## src/rtl/i2c_ctrl_pkg.sv

```systemverilog
// Shared types for the byte-level I2C master sequencer.
//   cmd_op_t     : host command encoding (values 5..7 are illegal)
//   ctrl_state_t : sequencer FSM states
//   phase_t      : quarter-SCL phases within one bus bit
//   cmd_illegal(): classifies a command against the current bus state
package i2c_ctrl_pkg;

  typedef enum logic [2:0] {
    CMD_START    = 3'd0,
    CMD_STOP     = 3'd1,
    CMD_WRITE    = 3'd2,
    CMD_READ_ACK = 3'd3,
    CMD_READ_NAK = 3'd4
  } cmd_op_t;

  typedef enum logic [2:0] {
    ST_IDLE,
    ST_START,
    ST_STOP,
    ST_WR_BIT,
    ST_RD_BIT,
    ST_ACK_BIT,
    ST_DONE
  } ctrl_state_t;

  typedef enum logic [1:0] {P0, P1, P2, P3} phase_t;

  // START is always legal (it doubles as repeated start); every other
  // command needs an owned bus, and unknown opcodes are always rejected.
  function automatic logic cmd_illegal(input logic [2:0] op, input logic busy);
    return (op > 3'd4) || ((op != CMD_START) && !busy);
  endfunction

endpackage

```

## src/rtl/i2c_clk_tick.sv

```systemverilog
// Quarter-SCL tick generator.
//   clk, rst  : system clock, synchronous active-high reset
//   i_en      : count while high; counter held at 0 while low
//   i_freeze  : hold the counter (slave clock stretch); no tick while frozen
//   o_tick    : one-cycle pulse on the last count of each quarter period
module i2c_clk_tick #(
  parameter int CLK_DIV = 4
) (
  input  logic clk,
  input  logic rst,
  input  logic i_en,
  input  logic i_freeze,
  output logic o_tick
);
  localparam int CW = (CLK_DIV > 1) ? $clog2(CLK_DIV) : 1;

  logic [CW-1:0] r_cnt;
  logic          w_at_end;

  assign w_at_end = (r_cnt == CW'(CLK_DIV - 1));
  assign o_tick   = i_en && !i_freeze && w_at_end;

  always_ff @(posedge clk) begin
    if (rst || !i_en) begin
      r_cnt <= '0;
    end else if (!i_freeze) begin
      r_cnt <= w_at_end ? '0 : r_cnt + 1'b1;
    end
  end

endmodule

```

## src/rtl/i2c_master_ctrl.sv

```systemverilog
// Byte-level I2C master sequencer: executes one host command at a time
// (START / STOP / WRITE / READ_ACK / READ_NAK) and drives open-drain enables.
//   clk, rst            : system clock, synchronous active-high reset
//   cmd_valid/ready/op/data : command handshake (op 0..4, data for WRITE)
//   rsp_valid/data/nak/err  : one-cycle completion pulse plus held result fields
//   bus_busy            : high from START completion until STOP completion
//   scl_i, sda_i        : sampled bus lines
//   scl_oe, sda_oe      : 1 = pull line low, 0 = release
// Optional build macro CLOCK_STRETCH_EN: while SCL is released (phases P2/P3)
// the quarter-tick counter freezes as long as scl_i reads low.
module i2c_master_ctrl
  import i2c_ctrl_pkg::*;
#(
  parameter int CLK_DIV    = 4,
  parameter int DATA_WIDTH = 8
) (
  input  logic                  clk,
  input  logic                  rst,
  input  logic                  cmd_valid,
  output logic                  cmd_ready,
  input  logic [2:0]            cmd_op,
  input  logic [DATA_WIDTH-1:0] cmd_data,
  output logic                  rsp_valid,
  output logic [DATA_WIDTH-1:0] rsp_data,
  output logic                  rsp_nak,
  output logic                  rsp_err,
  output logic                  bus_busy,
  input  logic                  scl_i,
  input  logic                  sda_i,
  output logic                  scl_oe,
  output logic                  sda_oe
);
  localparam int BW = $clog2(DATA_WIDTH);

  ctrl_state_t           r_state, w_state_next;
  phase_t                r_phase, w_phase_next;
  logic [BW-1:0]         r_bit_cnt, w_bit_cnt_next;
  logic [DATA_WIDTH-1:0] r_shift, w_shift_next;
  logic [2:0]            r_op, w_op_next;
  logic                  r_scl_oe, w_scl_oe_next;
  logic                  r_sda_oe, w_sda_oe_next;
  logic                  r_busy, w_busy_next;
  logic                  r_ack_smp, w_ack_smp_next;
  logic [DATA_WIDTH-1:0] r_rsp_data, w_rsp_data_next;
  logic                  r_rsp_nak, w_rsp_nak_next;
  logic                  r_rsp_err, w_rsp_err_next;
  logic                  w_tick, w_freeze, w_en;

  assign w_en = (r_state != ST_IDLE);

`ifdef CLOCK_STRETCH_EN
  // SCL has been released since the end of P1; a slave holding it low stretches the bit.
  assign w_freeze = ((r_phase == P2) || (r_phase == P3)) && !scl_i;
`else
  logic w_unused_scl;
  assign w_unused_scl = scl_i;
  assign w_freeze     = 1'b0;
`endif

  i2c_clk_tick #(.CLK_DIV(CLK_DIV)) u_tick (
    .clk      (clk),
    .rst      (rst),
    .i_en     (w_en),
    .i_freeze (w_freeze),
    .o_tick   (w_tick)
  );

  always_ff @(posedge clk) begin
    if (rst) begin
      r_state    <= ST_IDLE;
      r_phase    <= P0;
      r_bit_cnt  <= '0;
      r_shift    <= '0;
      r_op       <= '0;
      r_scl_oe   <= 1'b0;
      r_sda_oe   <= 1'b0;
      r_busy     <= 1'b0;
      r_ack_smp  <= 1'b0;
      r_rsp_data <= '0;
      r_rsp_nak  <= 1'b0;
      r_rsp_err  <= 1'b0;
    end else begin
      r_state    <= w_state_next;
      r_phase    <= w_phase_next;
      r_bit_cnt  <= w_bit_cnt_next;
      r_shift    <= w_shift_next;
      r_op       <= w_op_next;
      r_scl_oe   <= w_scl_oe_next;
      r_sda_oe   <= w_sda_oe_next;
      r_busy     <= w_busy_next;
      r_ack_smp  <= w_ack_smp_next;
      r_rsp_data <= w_rsp_data_next;
      r_rsp_nak  <= w_rsp_nak_next;
      r_rsp_err  <= w_rsp_err_next;
    end
  end

  always_comb begin
    w_state_next    = r_state;
    w_phase_next    = r_phase;
    w_bit_cnt_next  = r_bit_cnt;
    w_shift_next    = r_shift;
    w_op_next       = r_op;
    w_scl_oe_next   = r_scl_oe;
    w_sda_oe_next   = r_sda_oe;
    w_busy_next     = r_busy;
    w_ack_smp_next  = r_ack_smp;
    w_rsp_data_next = r_rsp_data;
    w_rsp_nak_next  = r_rsp_nak;
    w_rsp_err_next  = r_rsp_err;

    // Line actions below are applied at the end of the phase that is ending.
    if (w_tick) w_phase_next = phase_t'(r_phase + 2'd1);

    case (r_state)
      ST_IDLE: begin
        w_phase_next   = P0;
        w_bit_cnt_next = '0;
        if (cmd_valid) begin
          w_op_next    = cmd_op;
          w_shift_next = cmd_data;
          if (cmd_illegal(cmd_op, r_busy)) begin
            w_state_next    = ST_DONE;
            w_rsp_err_next  = 1'b1;
            w_rsp_nak_next  = 1'b0;
            w_rsp_data_next = '0;
          end else begin
            case (cmd_op)
              CMD_START: w_state_next = ST_START;
              CMD_STOP:  w_state_next = ST_STOP;
              CMD_WRITE: w_state_next = ST_WR_BIT;
              default:   w_state_next = ST_RD_BIT;
            endcase
          end
        end
      end

      ST_START, ST_STOP: begin
        if (w_tick) begin
          case (r_phase)
            P0: w_sda_oe_next = (r_state == ST_STOP);
            P1: w_scl_oe_next = 1'b0;
            P2: w_sda_oe_next = (r_state == ST_START);   // SDA edge while SCL high
            default: begin
              if (r_state == ST_START) w_scl_oe_next = 1'b1;
              w_busy_next     = (r_state == ST_START);
              w_state_next    = ST_DONE;
              w_rsp_err_next  = 1'b0;
              w_rsp_nak_next  = 1'b0;
              w_rsp_data_next = '0;
            end
          endcase
        end
      end

      ST_WR_BIT, ST_RD_BIT, ST_ACK_BIT: begin
        if (w_tick) begin
          case (r_phase)
            P0: begin
              if (r_state == ST_WR_BIT)       w_sda_oe_next = ~r_shift[DATA_WIDTH-1];
              else if (r_state == ST_ACK_BIT) w_sda_oe_next = (r_op == CMD_READ_ACK);
              else                            w_sda_oe_next = 1'b0;
            end
            P1: w_scl_oe_next = 1'b0;
            P2: begin
              if (r_state == ST_RD_BIT)  w_shift_next   = {r_shift[DATA_WIDTH-2:0], sda_i};
              if (r_state == ST_ACK_BIT) w_ack_smp_next = sda_i;
            end
            default: begin
              w_scl_oe_next = 1'b1;
              if (r_state == ST_ACK_BIT) begin
                w_state_next    = ST_DONE;
                w_rsp_err_next  = 1'b0;
                w_rsp_nak_next  = (r_op == CMD_WRITE) && r_ack_smp;
                w_rsp_data_next = (r_op == CMD_WRITE) ? '0 : r_shift;
              end else begin
                if (r_state == ST_WR_BIT) w_shift_next = {r_shift[DATA_WIDTH-2:0], 1'b0};
                w_bit_cnt_next = r_bit_cnt + 1'b1;
                if (r_bit_cnt == BW'(DATA_WIDTH - 1)) w_state_next = ST_ACK_BIT;
              end
            end
          endcase
        end
      end

      ST_DONE: w_state_next = ST_IDLE;

      default: w_state_next = ST_IDLE;
    endcase
  end

  assign cmd_ready = (r_state == ST_IDLE);
  assign rsp_valid = (r_state == ST_DONE);
  assign rsp_data  = r_rsp_data;
  assign rsp_nak   = r_rsp_nak;
  assign rsp_err   = r_rsp_err;
  assign bus_busy  = r_busy;
  assign scl_oe    = r_scl_oe;
  assign sda_oe    = r_sda_oe;

endmodule

```

## config.mk

```make
export PLATFORM = sky130hd
export DESIGN_NAME = i2c_master_ctrl
export DESIGN_NICKNAME = d
export VERILOG_FILES = /design/src/rtl/i2c_ctrl_pkg.sv /design/src/rtl/i2c_clk_tick.sv /design/src/rtl/i2c_master_ctrl.sv
export SDC_FILE = /design/constraint.sdc
export NUM_CORES = 1
export LEC_CHECK = 0
export ABC_AREA = 1
export BUFFER_PORTS_ARGS = -buffer_cell sky130_fd_sc_hd__buf_2
export CAP_MARGIN = 20
export CELL_PAD_IN_SITES_DETAIL_PLACEMENT = 1
export CELL_PAD_IN_SITES_GLOBAL_PLACEMENT = 2
export CORE_UTILIZATION = 30
export DETAILED_ROUTE_END_ITERATION = 10
export GPL_ROUTABILITY_DRIVEN = 0
export PLACE_DENSITY = 0.89
export SLEW_MARGIN = 10
export SYNTH_ARGS = -nofsm -noshare
export SYNTH_HDL_FRONTEND = slang
export SYNTH_HIERARCHICAL = 1
export SYNTH_SLANG_ARGS = --single-unit
```

## constraint.sdc

```tcl
create_clock -name clk -period 3.1 [get_ports clk]
set_input_delay 0.31 -clock clk [delete_from_list [all_inputs] [get_ports clk]]
set_output_delay 0.31 -clock clk [all_outputs]
set_load 0.05 [all_outputs]
```

# --- Word-level counts from Yosys, hierarchy flattened ---
# Index checks and enable logic that the tools add are counted.
op_classes:
  add_sub_neg: 3
  magnitude_cmp: 1
  eq_ne: 32
  muxes: 57
  bitwise_logic: 2
  n_reduce_logical: 31
ops:
  columns: ["cell", "count"]
  rows:
  - ["8-bit 2-to-1 mux", 13]
  - ["3-bit 2-to-1 mux", 11]
  - ["8-bit case mux with 2 select lines", 2]
  - ["8-bit case mux with 3 select lines", 1]
  - ["1-bit 2-to-1 mux", 20]
  - ["2-bit inequality test, second input constant", 9]
  - ["3-bit inequality test, second input constant", 6]
  - ["3-bit case mux with 3 select lines", 2]
  - ["3-bit by 2-bit == test with 1-bit output, second input constant", 5]
  - ["3-bit == test, second input constant", 4]
  - ["6-bit AND reduction", 2]
  - ["1-bit case mux with 2 select lines", 5]
  - ["2-bit OR reduction", 5]
  - ["3-bit nonzero test", 3]
  - ["4-bit AND reduction", 2]
  - ["8-bit AND reduction", 1]
  - ["7-bit AND reduction", 1]
  - ["3-bit by 1-bit == test with 1-bit output, second input constant", 2]
  - ["3-bit logical NOT", 2]
  - ["2-bit by 1-bit inequality test with 1-bit output, second input constant", 3]
  - ["1-bit case mux with 3 select lines", 2]
  - ["3-bit case mux with 2 select lines", 1]
  - ["3-bit OR reduction", 2]
  - ["5-bit AND reduction", 1]
  - ["other kinds (13)", 21]
word_totals:
  ff_bits: 35
  in_bits: 16
  elab_cells: 139

# --- Longest topological paths before layout ---
depth:
  word_depth: 6
  ltp_mapped: 13
  depth_no_buf: 11

# --- Modules after synthesis ---
# The synthesis kept the hierarchy.
modules_own_cells:
  columns: ["mod", "n_inst", "cells_per_inst", "area_each_um2"]
  rows:
  - ["i2c_master_ctrl", 1, 290, 1956.9]
  - ["i2c_clk_tick", 1, 18, 112.6]

# --- Worst setup path before layout ---
# No wires, ideal clock.
synth_timing:
  path_kind: "register to register"
  start: "reg r_state[1]"
  end: "reg r_rsp_err (netlist: rsp_err)"
  setup_ns: 0.114
  arrival_ns: 1.675
  t_required_ns: 2.986
  setup_slack_ns: 1.310
  stages_incl_launch_ff: 13
  path_buffers: 1
  cell_sequence: "dfxtp_1 > inv_2 > nand2_4 > nand2_1 > nor2_1 > clkbuf_1 > inv_1 > nand2_4 > nand2_1 > nor2_4 > nand3_1 > nand2_1 > nor2_1"
synth_between:
  elab_chain_len: 4
  word_cells_on_any_way: 20
  classes_between: "12 x eq/ne; 1 x mux; 7 x reduce/logical"
synth_rtl:
  columns: ["element", "line", "source"]
  rows:
  - ["start: declaration", "i2c_master_ctrl.sv:35", "ctrl_state_t r_state, w_state_next;"]
  - ["start signal: assignment", "i2c_master_ctrl.sv:83", "r_state <= w_state_next;"]
  - ["3-bit nonzero test *", "i2c_master_ctrl.sv:49", "assign w_en = (r_state != ST_IDLE);"]
  - ["via w_en", "i2c_master_ctrl.sv:47", "logic w_tick, w_freeze, w_en;"]
  - ["1-bit logical AND *", "i2c_clk_tick.sv:21", "assign o_tick = i_en && !i_freeze && w_at_end;"]
  - ["via w_tick", "i2c_master_ctrl.sv:47", null]
  - ["2-bit by 1-bit inequality test with 1-bit output (no source line)", null, null]
  - ["8-bit AND reduction (no source line) *", null, null]
  - ["end signal: assignment", "i2c_master_ctrl.sv:94", "r_rsp_err <= w_rsp_err_next;"]
  - ["end: declaration", "i2c_master_ctrl.sv:46", "logic r_rsp_err, w_rsp_err_next;"]
# The timed path passes the listed nets; every way through them passes the cells marked *.
# A chain may end at the register's enable or synchronous reset.

# --- Final worst setup path ---
layout_timing:
  start: "reg r_state[2]"
  end: "reg r_shift[3]"
layout_between:
  elab_chain_len: 4
  word_cells_on_any_way: 16
  classes_between: "9 x eq/ne; 1 x mux; 6 x reduce/logical"
layout_rtl:
  columns: ["element", "line", "source"]
  rows:
  - ["3-bit nonzero test", "i2c_master_ctrl.sv:49", null]
  - ["via w_en", "i2c_master_ctrl.sv:47", null]
  - ["1-bit logical AND", "i2c_clk_tick.sv:21", null]
  - ["via w_tick", "i2c_master_ctrl.sv:47", null]
  - ["2-bit by 1-bit inequality test with 1-bit output (no source line)", null, null]
  - ["7-bit AND reduction (no source line)", null, null]
  - ["end signal: assignment", "i2c_master_ctrl.sv:86", "r_shift <= w_shift_next;"]
  - ["end: declaration", "i2c_master_ctrl.sv:38", "logic [DATA_WIDTH-1:0] r_shift, w_shift_next;"]
# The timed path passes the listed nets, and every way through them passes these cells.

==> run metrics <==
Vias 1972; Die Wd 85.1 um; worst-margin pin slew 0.612 ns; wire length on met1 2.54 mm; most frequent cells in the layout 69 x nand2_1, 47 x nand3_1, 45 x nor2_1, 35 x dfxtp_1, 30 x inv_1; CTS Hold Buffers Added 0; HPWL after DPL 4.06 mm; crit path capture type flop; Reg2Reg Depth 12; first-pass GRT wire length 8.62 mm; Peak VDD IR 0.440 mV; post-synthesis compound-gate area fraction 0.0816; via/cell ratio 4.72; core region area 6490 um2; CTS Sinks 35; TritonCTS clock tree yes; Cell Area, Synth 2070 um2; skew final 0.00800 ns; Max Clk Rate 0.491 GHz; Post-Synth Simple-Gate Area 0.441; PostCTS Resize Cnt 0; RSZ-0062 raised after global routing no; GR Overflow Total 0; WL/cell 12.5 um; layout cell share with drive strength beyond 1 0.188; Reg2Reg Setup Slack 1.06 ns; Reg area 701 um2; Die Area 7230 um2; gr usage total 0.151; Slew Limit Fails 0; Ys Warns 6; part of the Yosys area used for sequential elements 0.339; CP arrival 2.21 ns; antenna violations before repair 0; placed cells 410; peak fanout along the critical path 10; synthesized flop and latch total 35; worst hold endpoint r_op[0]; commonest non-fill, non-tap cell in the layout nand2_1; post-synth top area cell dfxtp_1; met3 WL 149 um; hold path depth 3; Syn Area/Cell 6.72 um2; TritonCTS buffer count 5; Hold Crit Class input pin to flop; Max Cap Violations 0; WP data required 3.28 ns; status completed; Final min period 2.04 ns; CTS H-tree lvls 2; Setup-failing EPs final 0; max layer used met4; HP Start cmd_op[0]; Final Hold Violating Endpoints 0; kind of critical path flop to flop; Reg2Reg Capture Point r_shift[3]; leakage power total 1.14 nW; final worst-path cycle share 0.657; Gate Count Post-Synth 308; Layout area overhead 15.7%; Initial Util 0.319; Yosys cell types 28; TritonRoute pass-1 iters 4; Iteration-0 DRC Markers 76; Post-layout nets 363; largest net degree at the start of global routing 22; I/O Buffers 29; Post-DRT Antenna Nets 0; Ports 31; largest family of logic cells by synthesized area simple AND/OR/NAND/NOR gates; Setup TNS 0 ns; Post-Route WL 5.24 mm; Diodes inserted 0; PD cells 1170 nW/um2; met2 WL 2.50 mm; CTS Buffer Depth 2; Filler cells 854; vias in the first global route 1871; crit start category flop; area occupied by multi-input gates 1190 um2; Rows 29; multiplexer share of the synthesized area 0; Post-Synth XOR/XNOR Area 0.00423; Yosys top cell area share 0.339; drc violations 0; setup bufs post-CTS 0; Clock transition at path regs 0.08 ns; Overall Power 0.00280 W; Synth area leaders dfxtp_1 34%, nand2_1 13%, nand3_1 11%, nor2_1 8.2%, inv_1 5.4%; CTS Root Cell clkbuf_8; Clk Latency, worst-skew pair 0.30 ns; Adder-Cell Fraction of Synth Area 0.0423; RR Startpoint r_state[2]; Finished Layout Cells 418; die height 85.1 um; Max-slew headroom 0.591
-- cell type report --
cell class | count | area share
Tap cell | 77 | 0.0403
Inverter | 35 | 0.0559
Timing Repair Buffer | 30 | 0.0638
Clock buffer | 6 | 0.0345
Clock inverter | 2 | 0.0146
Sequential cell | 35 | 0.293
Multi-Input combinational cell | 233 | 0.498
-- worst max-delay path by stage --
stage,start,end,cells after the start
2_1_floorplan,r_state[1],rsp_err,12
3_3_place_gp,r_state[2],r_shift[1],12
3_5_place_dp,r_state[2],rsp_data[5],12
4_1_cts,r_state[2],r_shift[1],12
5_1_grt,r_state[2],r_state[2],12
6_report,r_state[2],r_shift[3],12
-- per-layer routing --
layer  up-vias  GRT usage
met5         -          0
met4         0     0.0416
met3         6     0.0409
met2        19      0.255
met1       901      0.189
li1       1046          -
-- state kept, by name, indices dropped and copies added, names as in the netlist --
name / count
r_phase: 2
u_tick/r_cnt: 2
rsp_nak: 1
bus_busy: 1
rsp_data: 8
r_ack_smp: 1
r_bit_cnt: 3
sda_oe: 1
r_shift: 8
scl_oe: 1
rsp_err: 1
r_op: 3
r_state: 3
-- power breakdown --
part	switching (W)	total, W	internal (W)
logic	0.00118	0.00166	0.000479
registers	0.000113	0.000699	0.000586
clock network	0.000179	0.000439	0.000260
-- through the flow --
stage                     hold WS, ns  setup WS [ns]  utilization  cell area, um2
final                           0.348           1.06        0.369            2390
after global routing            0.377          0.841        0.369            2390
after CTS                       0.343           1.06        0.369            2390
after detailed placement        0.459           1.08        0.350            2280
after global placement          0.450           1.11        0.350            2280
after floorplan                 0.379           1.31            -            2080
-- kinds of logic after synthesis --
family | count (synthesis)
buffers and inverters | 43
and+or+nand+nor | 188
AOI/OAI and AO/OA | 33
other | 1
adders and majority gates | 7
DFF | 35
xor gates and xnor gates | 1
-- Yosys cell counts --
| cell type | instances |
|---|---|
| buf_2 | 1 |
| inv_1 | 30 |
| a31oi_1 | 1 |
| nand3_1 | 47 |
| nand3b_1 | 1 |
| nor2_4 | 3 |
| nand3_4 | 1 |
| inv_4 | 1 |
| buf_1 | 1 |
| nand3_2 | 2 |
| nor2_8 | 1 |
| a21oi_1 | 20 |
| nor2_1 | 45 |
| nor2_2 | 4 |
| inv_2 | 4 |
| clkbuf_1 | 3 |
| dfxtp_1 | 35 |
| nand2_4 | 7 |
| o21ai_0 | 11 |
| nand4_1 | 2 |
| xnor2_1 | 1 |
| ha_1 | 7 |
| nor3_1 | 3 |
| nand2_1 | 69 |
| nand2_2 | 3 |
| conb_1 | 1 |
| o211ai_1 | 1 |
| buf_6 | 3 |
-- worst max-delay path, cell delays in order, from the launching register on --
cell,delay (ns)
dfxtp_1,0.58
nor2_1,0.14
nand2_4,0.14
nand2_1,0.06
nor2_1,0.08
buf_4,0.16
inv_1,0.10
nand2_4,0.11
nand2_4,0.07
nor2_8,0.15
nand2_2,0.15
nand2_1,0.10
a21oi_1,0.06
No activity file was read; power rests on OpenSTA's default activity.
